[src/rtl/fp_add_control.sv]
// Sequencing FSM for the floating-point add/subtract datapath.
// Every control output is a registered Moore output, so the exponent-register load strobe cannot glitch.
module fp_add_control #(
  parameter int MAX_SHIFT = 26,
  parameter int EXP_W     = 8
) (
  input  logic             clk,
  input  logic             reset,
  input  logic             start,
  input  logic             sub_op,
  input  logic [EXP_W-1:0] saida_registrador,
  input  logic [EXP_W-1:0] tamanhoShift,
  input  logic             directionShift,
  input  logic             overflow,
  output logic             soma_multiplica_small_ula,
  output logic             soma_multiplica_big_ula,
  output logic             subtrador_big_ula,
  output logic [4:0]       tamanho,
  output logic [4:0]       tamanho2,
  output logic [EXP_W-1:0] tamanho3,
  output logic             decisor_mux_expoente_escolhido,
  output logic             decisor_mux_saida_big_ula,
  output logic             decisor_shift_right_left,
  output logic             subtrador_Somador_subtrador,
  output logic             load,
  output logic             busy,
  output logic             done
);

  typedef enum logic [3:0] {
    IDLE, DIFF_WAIT, ALIGN, EXP_SET, EXP_PULSE, NORM_SET,
    NORM_PULSE, ROUND_CHECK, OVF_SET, OVF_PULSE, DONE
  } state_t;

  localparam logic [EXP_W-1:0] MaxShiftV = EXP_W'(MAX_SHIFT);
  localparam logic [EXP_W-1:0] OneV      = EXP_W'(1);

  state_t           state_q;
  logic [EXP_W-1:0] diff_q;
  logic             smallSel_q, bigSel_q, subBig_q;
  logic [4:0]       tamanho_q, tamanho2_q;
  logic [EXP_W-1:0] tamanho3_q;
  logic             muxExp_q, muxBig_q, shiftLeft_q, addSub_q;
  logic             load_q, busy_q, done_q;

  logic [EXP_W-1:0] alignAmt, normAmt;

  // Shift amounts saturate at the fraction width instead of wrapping in the 5-bit shifter ports.
  always_comb begin
    alignAmt = (saida_registrador > MaxShiftV) ? MaxShiftV : saida_registrador;
    if (directionShift) begin
      normAmt = OneV;
    end else begin
      normAmt = (tamanhoShift > MaxShiftV) ? MaxShiftV : tamanhoShift;
    end
  end

  always_ff @(posedge clk) begin
    if (reset) begin
      state_q     <= IDLE;
      diff_q      <= '0;
      smallSel_q  <= 1'b1;
      bigSel_q    <= 1'b1;
      subBig_q    <= 1'b0;
      tamanho_q   <= '0;
      tamanho2_q  <= '0;
      tamanho3_q  <= '0;
      muxExp_q    <= 1'b0;
      muxBig_q    <= 1'b0;
      shiftLeft_q <= 1'b0;
      addSub_q    <= 1'b0;
      load_q      <= 1'b0;
      busy_q      <= 1'b0;
      done_q      <= 1'b0;
    end else begin
      case (state_q)
        IDLE: begin
          if (start) begin
            subBig_q <= sub_op;
            busy_q   <= 1'b1;
            state_q  <= DIFF_WAIT;
          end
        end
        DIFF_WAIT: begin
          tamanho_q <= alignAmt[4:0];
          diff_q    <= saida_registrador;
          state_q   <= ALIGN;
        end
        ALIGN: begin
          muxExp_q   <= 1'b0;
          addSub_q   <= 1'b0;
          tamanho3_q <= diff_q;
          load_q     <= 1'b0;
          state_q    <= EXP_SET;
        end
        EXP_SET: begin
          load_q  <= 1'b1;
          state_q <= EXP_PULSE;
        end
        // A carry-out needs a one-place right shift and exponent increment; otherwise normalise left.
        EXP_PULSE: begin
          tamanho2_q  <= normAmt[4:0];
          tamanho3_q  <= normAmt;
          shiftLeft_q <= ~directionShift;
          addSub_q    <= ~directionShift;
          muxExp_q    <= 1'b1;
          muxBig_q    <= 1'b0;
          load_q      <= 1'b0;
          state_q     <= NORM_SET;
        end
        NORM_SET: begin
          load_q  <= 1'b1;
          state_q <= NORM_PULSE;
        end
        NORM_PULSE: begin
          load_q  <= 1'b0;
          state_q <= ROUND_CHECK;
        end
        ROUND_CHECK: begin
          if (overflow) begin
            muxBig_q    <= 1'b1;
            shiftLeft_q <= 1'b0;
            tamanho2_q  <= 5'd1;
            muxExp_q    <= 1'b1;
            addSub_q    <= 1'b0;
            tamanho3_q  <= OneV;
            load_q      <= 1'b0;
            state_q     <= OVF_SET;
          end else begin
            busy_q  <= 1'b0;
            done_q  <= 1'b1;
            state_q <= DONE;
          end
        end
        OVF_SET: begin
          load_q  <= 1'b1;
          state_q <= OVF_PULSE;
        end
        OVF_PULSE: begin
          load_q  <= 1'b0;
          busy_q  <= 1'b0;
          done_q  <= 1'b1;
          state_q <= DONE;
        end
        DONE: begin
          done_q  <= 1'b0;
          state_q <= IDLE;
        end
        default: begin
          state_q <= IDLE;
        end
      endcase
    end
  end

  assign soma_multiplica_small_ula      = smallSel_q;
  assign soma_multiplica_big_ula        = bigSel_q;
  assign subtrador_big_ula              = subBig_q;
  assign tamanho                        = tamanho_q;
  assign tamanho2                       = tamanho2_q;
  assign tamanho3                       = tamanho3_q;
  assign decisor_mux_expoente_escolhido = muxExp_q;
  assign decisor_mux_saida_big_ula      = muxBig_q;
  assign decisor_shift_right_left       = shiftLeft_q;
  assign subtrador_Somador_subtrador    = addSub_q;
  assign load                           = load_q;
  assign busy                           = busy_q;
  assign done                           = done_q;

endmodule

[config.mk]
export PLATFORM = sky130hd
export DESIGN_NAME = fp_add_control
export DESIGN_NICKNAME = d
export VERILOG_FILES = /design/src/rtl/fp_add_control.sv
export SDC_FILE = /design/constraint.sdc
export NUM_CORES = 1
export LEC_CHECK = 0
export ABC_AREA = 1
export CAP_MARGIN = 20
export CORE_MARGIN = 10
export CORE_UTILIZATION = 30
export CTS_CLUSTER_DIAMETER = 50
export DETAILED_ROUTE_END_ITERATION = 8
export PLACE_DENSITY = 0.6
export SYNTH_ARGS = -nofsm -noshare
export SYNTH_HDL_FRONTEND = slang
export SYNTH_SLANG_ARGS = --single-unit
[constraint.sdc]
create_clock -name clk -period 1.9 [get_ports clk]
set_input_delay 0.19 -clock clk [delete_from_list [all_inputs] [get_ports clk]]
set_output_delay 0.19 -clock clk [all_outputs]
set_load 0.03 [all_outputs]
Word level (Yosys, flattened, before mapping)
Index checks and enable logic that the tools add are counted.

cells by class
  $lt $le $gt $ge = 2
  eq/ne operators = 13
  multiplexer cells = 22
  bitwise logic cells = 1
  reductions and logical operators = 14

operator list
  cell                number
  $pmux 4 s10         1
  $mux 8              3
  $pmux 8 s3          1
  $eq 4x3->1 const B  4
  $gt 8x5->1 const B  2
  $pmux 1 s3          5
  $eq 4x4->1 const B  3
  $reduce_bool 3->1   4
  $mux 5              2
  $pmux 5 s2          1
  $reduce_and 2->1    5
  $eq 4x2->1 const B  2
  $ne 2x2->1 const B  3
  $mux 1              5
  $eq 4x1->1 const B  1
  $logic_not 4->1     1
  $mux 4              1
  $pmux 1 s2          2
  $reduce_or 4->1     1
  $reduce_and 3->1    1
  $reduce_or 3->1     1
  $mux 2              1
  $reduce_bool 2->1   1
  $not 1->1           1

storage, ports and cells
  bits in registers = 38
  output and inout bits = 28
  word-level logic and storage cells = 65

Logic depth before layout (Yosys ltp)
Gate-level depths: netlist of run 1.

  depth after elaboration = 4
  gate-level depth with buffers = 9
  mapped depth without buffers = 9

Worst setup path before layout of run 1
Ideal clock, no wire load.

  path type = register to register
  from = reg state_q[2]
  to = reg tamanho3_q[0], in the netlist tamanho3[0]
  library setup time = 131 ps
  arrival = 1,085 ps
  data required time = 1,769 ps
  setup slack = 685 ps
  cell stages (with the launch flop) = 8
  path buffers = 0
  period minus slack after synthesis = 1,215 ps
  path through = dfxtp_1 inv_2 nor2_4 nand3_1 nand2_1 nand3_1 nand2_1 a21oi_2

between the ends
  cells in the longest elaborated chain, start to end = 3
  elaborated cells between the ends (all ways) = 7
  classes of those cells = eq/ne (4); mux (1); reduce/logical (2)

ends and longest elaborated chain
  what                                                              RTL line  text
  start: declaration                                                38        state_t state_q;
  start signal: assignment                                          60        state_q <= IDLE;
  start signal: assignment                                          81        state_q <= DIFF_WAIT;
  start signal: assignment                                          87        state_q <= ALIGN;
  $eq 4x3->1 or $eq 4x2->1 (tied branches)                          76        case (state_q)
  $ne 2x2->1 (no source line) or $reduce_bool 3->1 (tied branches)  --
  $reduce_and 2->1 (no source line)                                 --
  end signal: assignment                                            92        tamanho3_q <= diff_q;
  end signal: assignment                                            103       tamanho3_q <= normAmt;
  end signal: assignment                                            126       tamanho3_q <= OneV;
  end: declaration                                                  42        logic [EXP_W-1:0] tamanho3_q;

Parallel ways exist; a longest one is shown, timed or not.
A chain may end at the register's enable or synchronous reset.

Final worst setup path of run 1
  from = reg muxExp_q, in the netlist decisor_mux_expoente_escolhido
  to = out decisor_mux_expoente_escolhido

RTL lines
  what                      RTL line  text
  start: declaration        43        logic muxExp_q, muxBig_q, shiftLeft_q, addSub_q;
  start signal: assignment  68        muxExp_q <= 1'b0;
  start signal: assignment  90        muxExp_q <= 1'b0;
  start signal: assignment  106       muxExp_q <= 1'b1;
  end: declaration          21        output logic decisor_mux_expoente_escolhido,

No word-level cell between the ends.

==> results of run 1 <==
[final cells by class]
| class | instances | share of cell area, % |
|---|---|---|
| clock buffer | 6 | 3.61 |
| clock inverter | 2 | 0.548 |
| inverter | 27 | 4.44 |
| multi-input combinational | 151 | 33.0 |
| sequential | 38 | 33.3 |
| tap | 70 | 3.83 |
| timing repair buffer | 49 | 21.2 |
[metal layers]
| metal | track usage, % | vias to the layer above | share of wire (%) |
|---|---|---|---|
| li1 | - | 823 | - |
| met1 | 13.0 | 704 | 49 |
| met2 | 14.1 | 57 | 40 |
| met3 | 3.92 | 6 | 9.5 |
| met4 | 4.94 | 0 | 1.6 |
| met5 | 0 | - | 0 |
[report_power, final]
group          total, W  internal [W]  switching [W]
logic          0.000316      0.000131       0.000185
registers      0.000870      0.000841      0.0000284
clock network  0.000584      0.000292       0.000292
total           0.00177       0.00126       0.000505
[sequential cells by signal, indices dropped and copies added (netlist names)]
| signal | cells |
|---|---|
| tamanho2 | 5 |
| load | 1 |
| state_q | 4 |
| tamanho | 5 |
| busy | 1 |
| done | 1 |
| subtrador_Somador_subtrador | 1 |
| decisor_mux_saida_big_ula | 1 |
| tamanho3 | 8 |
| decisor_shift_right_left | 1 |
| subtrador_big_ula | 1 |
| diff_q | 8 |
| decisor_mux_expoente_escolhido | 1 |
[Yosys cell counts]
cell / n
a21oi_2: 1
nor2_1: 20
buf_1: 1
nor2_2: 2
a211oi_1: 3
a21oi_1: 19
nor2_4: 5
o22ai_1: 1
nand2_2: 2
a31oi_1: 3
a21o_1: 1
inv_2: 5
buf_4: 3
o21a_1: 1
nand2_1: 53
clkbuf_1: 1
conb_1: 1
nand3_1: 13
inv_1: 22
nand2_4: 2
o211a_1: 1
nand3b_1: 1
dfxtp_1: 38
nor3_1: 1
o211ai_1: 2
buf_6: 1
nor3_2: 1
o21ai_0: 13
nand4_1: 4
[how the worst max path moves through the flow]
stage	start	slack, ns	end	depth (start not counted)
global route	tamanho3[1]	0.32	tamanho3[1]	1
CTS	tamanho3[1]	0.35	tamanho3[1]	1
global placement	tamanhoShift[6]	0.46	tamanho3[1]	9
finish	decisor_mux_expoente_escolhido	0.38	decisor_mux_expoente_escolhido	1
floorplan	state_q[2]	0.68	tamanho3[0]	7
detailed placement	tamanhoShift[6]	0.44	tamanho3[1]	9
[stage by stage]
stage	hold WS (ns)	utilization (%)
floorplan	0.268	-
global placement	0.435	41.8
detailed placement	0.441	41.8
CTS	0.452	43.6
global route	0.472	43.6
finish	0.445	43.6
[logic make-up after synthesis]
kind of cell | after synthesis | synth area share (%)
other | 1 | 0.227
AND/OR/NAND/NOR | 104 | 29.7
AO/OA/AOI/OAI | 45 | 15.5
flip-flops | 38 | 46.0
buffers and inverters | 33 | 8.62
==> impl_metrics.tcl, run 1 <==
set metrics [dict create \
    hold_viol_final 0 \
    whs_path_depth 2 \
    finalSetupViolCount 0 \
    cp_max_fo 2 \
    power_density_nw_per_um2 774 \
    crit_slowest_cell "clkdlybuf4s50_1" \
    crit_chain "clkdlybuf4s50_1" \
    yosysWarnings 0 \
    vias 1590 \
    clk_latency_ns 0.29 \
    arrival_ns 1.33 \
    p_leak_nw 0.966 \
    cts.sinks 38 \
    final_common_cell "nand2_1" \
    stdcell_area_um2 2280 \
    drtPass1Iterations 5 \
    fin_nets 294 \
    cap_violations 0 \
    clk_pin_slew_ns 0.07 \
    die_w_um 94.3 \
    crit_family "buffers and inverters" \
    wirelength_um 4330 \
    cts_root_buf "clkbuf_8" \
    grt_pass1_wl_um 7190 \
    fillers 537 \
    outcome "finished clean" \
    synthTopCellsByArea "dfxtp_1 (46%), nand2_1 (12%), a21oi_1 (5.7%)" \
    htreeDepth 2 \
    cts_buffer_depth 2 \
    gp_congestion 0.834 \
    max_freq_mhz 657 \
    area_delta_synth_final_pct 38.1 \
    ff_latch_area_um2 761 \
    grt_antenna_before_repair 0 \
    synth.distinct_cells 29 \
    n_antenna_cell 0 \
    drt_iter0_drc 98 \
    r2r-start "state_q[1]" \
    grt_max_degree 22 \
    period_minus_slack_ns 1.52 \
    holdPathEnd "subtrador_big_ula" \
    hpwl_um 3300 \
    synth_top_area_share_pct 46.0 \
    postRouteAntennaNets 0 \
    crit_path_max_incr_delay_ns 0.68 \
    place_inst 335 \
    core_area_um2 5240 \
    netlist_area_um2 1650 \
    ys_ff_latch 38 \
    ioPinCount 50 \
    die_h_um 94.3 \
    initial_utilization_pct 31.6 \
    critPathKind "reg -> out" \
    ys_seq_area_share_pct 46.0 \
    post_dp_cell_area_um2 2190 \
    wl_per_cell_um 12.6 \
    setup_slack_ns 0.377 \
    ctsResizeCount 0 \
    syn_inst 221 \
    placement.io_buffers 47 \
    cts_tree "built" \
    r2r_end "tamanho3[0]" \
    die-area_um2 8880 \
    dp_slack_ns 0.441 \
    std_cell_rows 26 \
    post_cts_buffers 0 \
    grt_pass1_vias 1524 \
    vdd_drop_max_v 0.000386 \
    required_ns 1.71 \
    finalNonFillerCells 343 \
    synth_area_per_cell_um2 7.48 \
    end_kind "output pin" \
    hold_path.startpoint "subtrador_big_ula" \
    min_period_over_period_pct 80.1 \
    drc 0 \
    crit_buf_inv 1 \
    cp-start-kind "flip-flop" \
    fin_worst_skew_ns 0.00356 \
    finalPower_w 0.00177 \
    drive_gt1_share_pct 10.3 \
    final_cell_mix "nand2_1 (53), clkdlybuf4s50_1 (47), dfxtp_1 (38)" \
    ctsHoldBuffers 0 \
    reg2regPathDepth 7 \
    hold_class "reg -> reg" \
    via_per_inst 4.64 \
    finalMaxSlewViolations 0 \
    numCtsBuffers 5 \
    yosysTopAreaCell "dfxtp_1" \
    multi_input_area_um2 754 \
    setup_tns_ns 0 \
    grt_usage_pct 10.0 \
    r2r_slack_ns 0.53 \
    grt.overflow.total 0 \
    rsz0062_at_grt "no" \
]
Power figures use the tool's default switching activity.
==> run 2: changes to the inputs <==
Clock period 1.9 ns to 1.45 ns, I/O delays scaled along.
==> impl_metrics.tcl, run 2 (synthesized netlist as in run 1, its figures left out) <==
set metrics [dict create \
    post_dp_cell_area_um2 2230 \
    grt_usage_pct 10.0 \
    via_per_inst 4.50 \
    vdd_drop_max_v 0.000600 \
    htreeDepth 2 \
    finalSetupViolCount 0 \
    required_ns 1.61 \
    cts.sinks 38 \
    area_delta_synth_final_pct 41.4 \
    grt.overflow.total 0 \
    p_leak_nw 1.17 \
    hold_viol_final 0 \
    hold_class "in -> reg" \
    power.switching_w 0.000638 \
    initial_utilization_pct 31.6 \
    arrival_ns 1.46 \
    outcome "finished clean" \
    cap_violations 0 \
    clk_pin_slew_ns 0.07 \
    drt_iter0_drc 62 \
    clk_latency_ns 0.28 \
    grt_pass1_wl_um 7190 \
    placement.io_buffers 47 \
    core_area_um2 5240 \
    min_period_over_period_pct 89.6 \
    cp_max_fo 6 \
    end_kind "flip-flop" \
    p_comb_share_pct 17.4 \
    numCtsBuffers 5 \
    fin_worst_skew_ns 0.00341 \
    met3_usage_pct 3.60 \
    power_density_nw_per_um2 1040 \
    cp-start-kind "flip-flop" \
    p_int_w 0.00179 \
    cts_tree "built" \
    ctsHoldBuffers 0 \
    fin_util_pct 44.6 \
    die_w_um 94.3 \
    drc 0 \
    wl_per_cell_um 12.4 \
    cts_root_buf "clkbuf_8" \
    drive_gt1_share_pct 13.5 \
    grt_pass1_vias 1521 \
    std_cell_rows 26 \
    sequentialPowerShare_pct 46.9 \
    die-area_um2 8880 \
    power_frac_clock_pct 35.7 \
    wirelength_um 4370 \
    grt_antenna_before_repair 0 \
    vias 1580 \
    max_freq_mhz 770 \
    grtUsageMet2_pct 15.0 \
    period_minus_slack_ns 1.30 \
    grt_max_degree 22 \
    gp_congestion 0.854 \
    switching_share_pct 26.3 \
    final_common_cell "nand2_1" \
    n_antenna_cell 0 \
    cts_buffer_depth 2 \
    die_h_um 94.3 \
    hpwl_um 3410 \
    use_met1_pct 12.6 \
    fin_nets 302 \
    fillers 562 \
    top_usage_layer "met2" \
    postRouteAntennaNets 0 \
    drtPass1Iterations 4 \
    finalMaxSlewViolations 0 \
    critPathKind "reg -> reg" \
    ioPinCount 50 \
    stdcell_area_um2 2340 \
    final_cell_mix "nand2_1 (53), dfxtp_1 (35), dlygate4sd2_1 (23)" \
]
==> run 2: changes by cell type in the layout (fill, tap and decap cells not counted), moves of 2 or more <==
| cell | previous run | this run |
|---|---|---|
| buf_4 | 2 | 10 |
| clkbuf_1 | 0 | 2 |
| clkdlybuf4s50_1 | 47 | 21 |
| dfxtp_1 | 38 | 35 |
| dfxtp_2 | 0 | 3 |
| dlygate4sd2_1 | 0 | 23 |
| dlymetal6s2s_1 | 0 | 3 |
==> run 2: per-stage QoR <==
step                setup WS, ns  instances  power [W]  setup TNS, ns  hold WS, ns
floorplan                  0.235        222    0.00142              0        0.223
global placement          0.0906        340    0.00159              0        0.435
detailed placement        0.0880        340    0.00159              0        0.441
CTS                      0.00536        348    0.00245              0        0.431
global route           -0.000536        351    0.00256      -0.000536        0.461
finish                     0.151        351    0.00243              0        0.442
==> run 2: routing by layer <==
metal	wire, um	share of wire, %
met1	2180	50
met2	1780	41
met3	333	7.6
met4	72	1.6
met5	0	0
==> run 2: path summary, 6_finish.rpt <==
kind                        start                 to  slack (ns)  cells past startpoint
max                    state_q[0]        tamanho2[2]        0.15                      7
min          saida_registrador[5]          diff_q[5]        0.44                      3
max reg2reg            state_q[0]        tamanho2[2]        0.15                      7
min reg2reg     subtrador_big_ula  subtrador_big_ula        0.45                      2
==> run 2: repair_timing <==
action                                  4_1_cts  5_1_grt
gates resized for setup                      23        7
pin swaps                                     0        2
setup buffers                                 0        3
endpoints found under the setup margin       23       15
==> run 2: critical path, cell delays in order (launching register included) <==
cell,delay (ns)
dfxtp_1,0.43
nand2_1,0.12
inv_2,0.10
nand3_1,0.13
nand2_1,0.15
inv_1,0.11
nand2_1,0.07
a21oi_1,0.06
==> run 2: power groups by stage <==
stage	Combinational (W)	Sequential, W	Clock (W)
after floorplan	0.000201	0.00121	0
after CTS	0.000415	0.00114	0.000899
after global routing	0.000472	0.00115	0.000937
final	0.000423	0.00114	0.000867
after detailed placement	0.000430	0.00116	0
after global placement	0.000429	0.00116	0
==> run 2: cell type report <==
cell class / count / area (um2) / area share, %
Multi-Input combinational cell: 151 / 754 / 32.3
Clock inverter: 1 / 30.0 / 1.28
Clock buffer: 7 / 76.3 / 3.26
Inverter: 27 / 101 / 4.33
Tap cell: 70 / 87.6 / 3.75
Timing Repair Buffer: 57 / 524 / 22.4
Sequential cell: 38 / 764 / 32.7
==> run 3: changes to the inputs <==
Settings changed: SKIP_LAST_GASP set to 1.
==> results of run 3 <==
Final layout, timing and power as in run 2 (identical DEF).
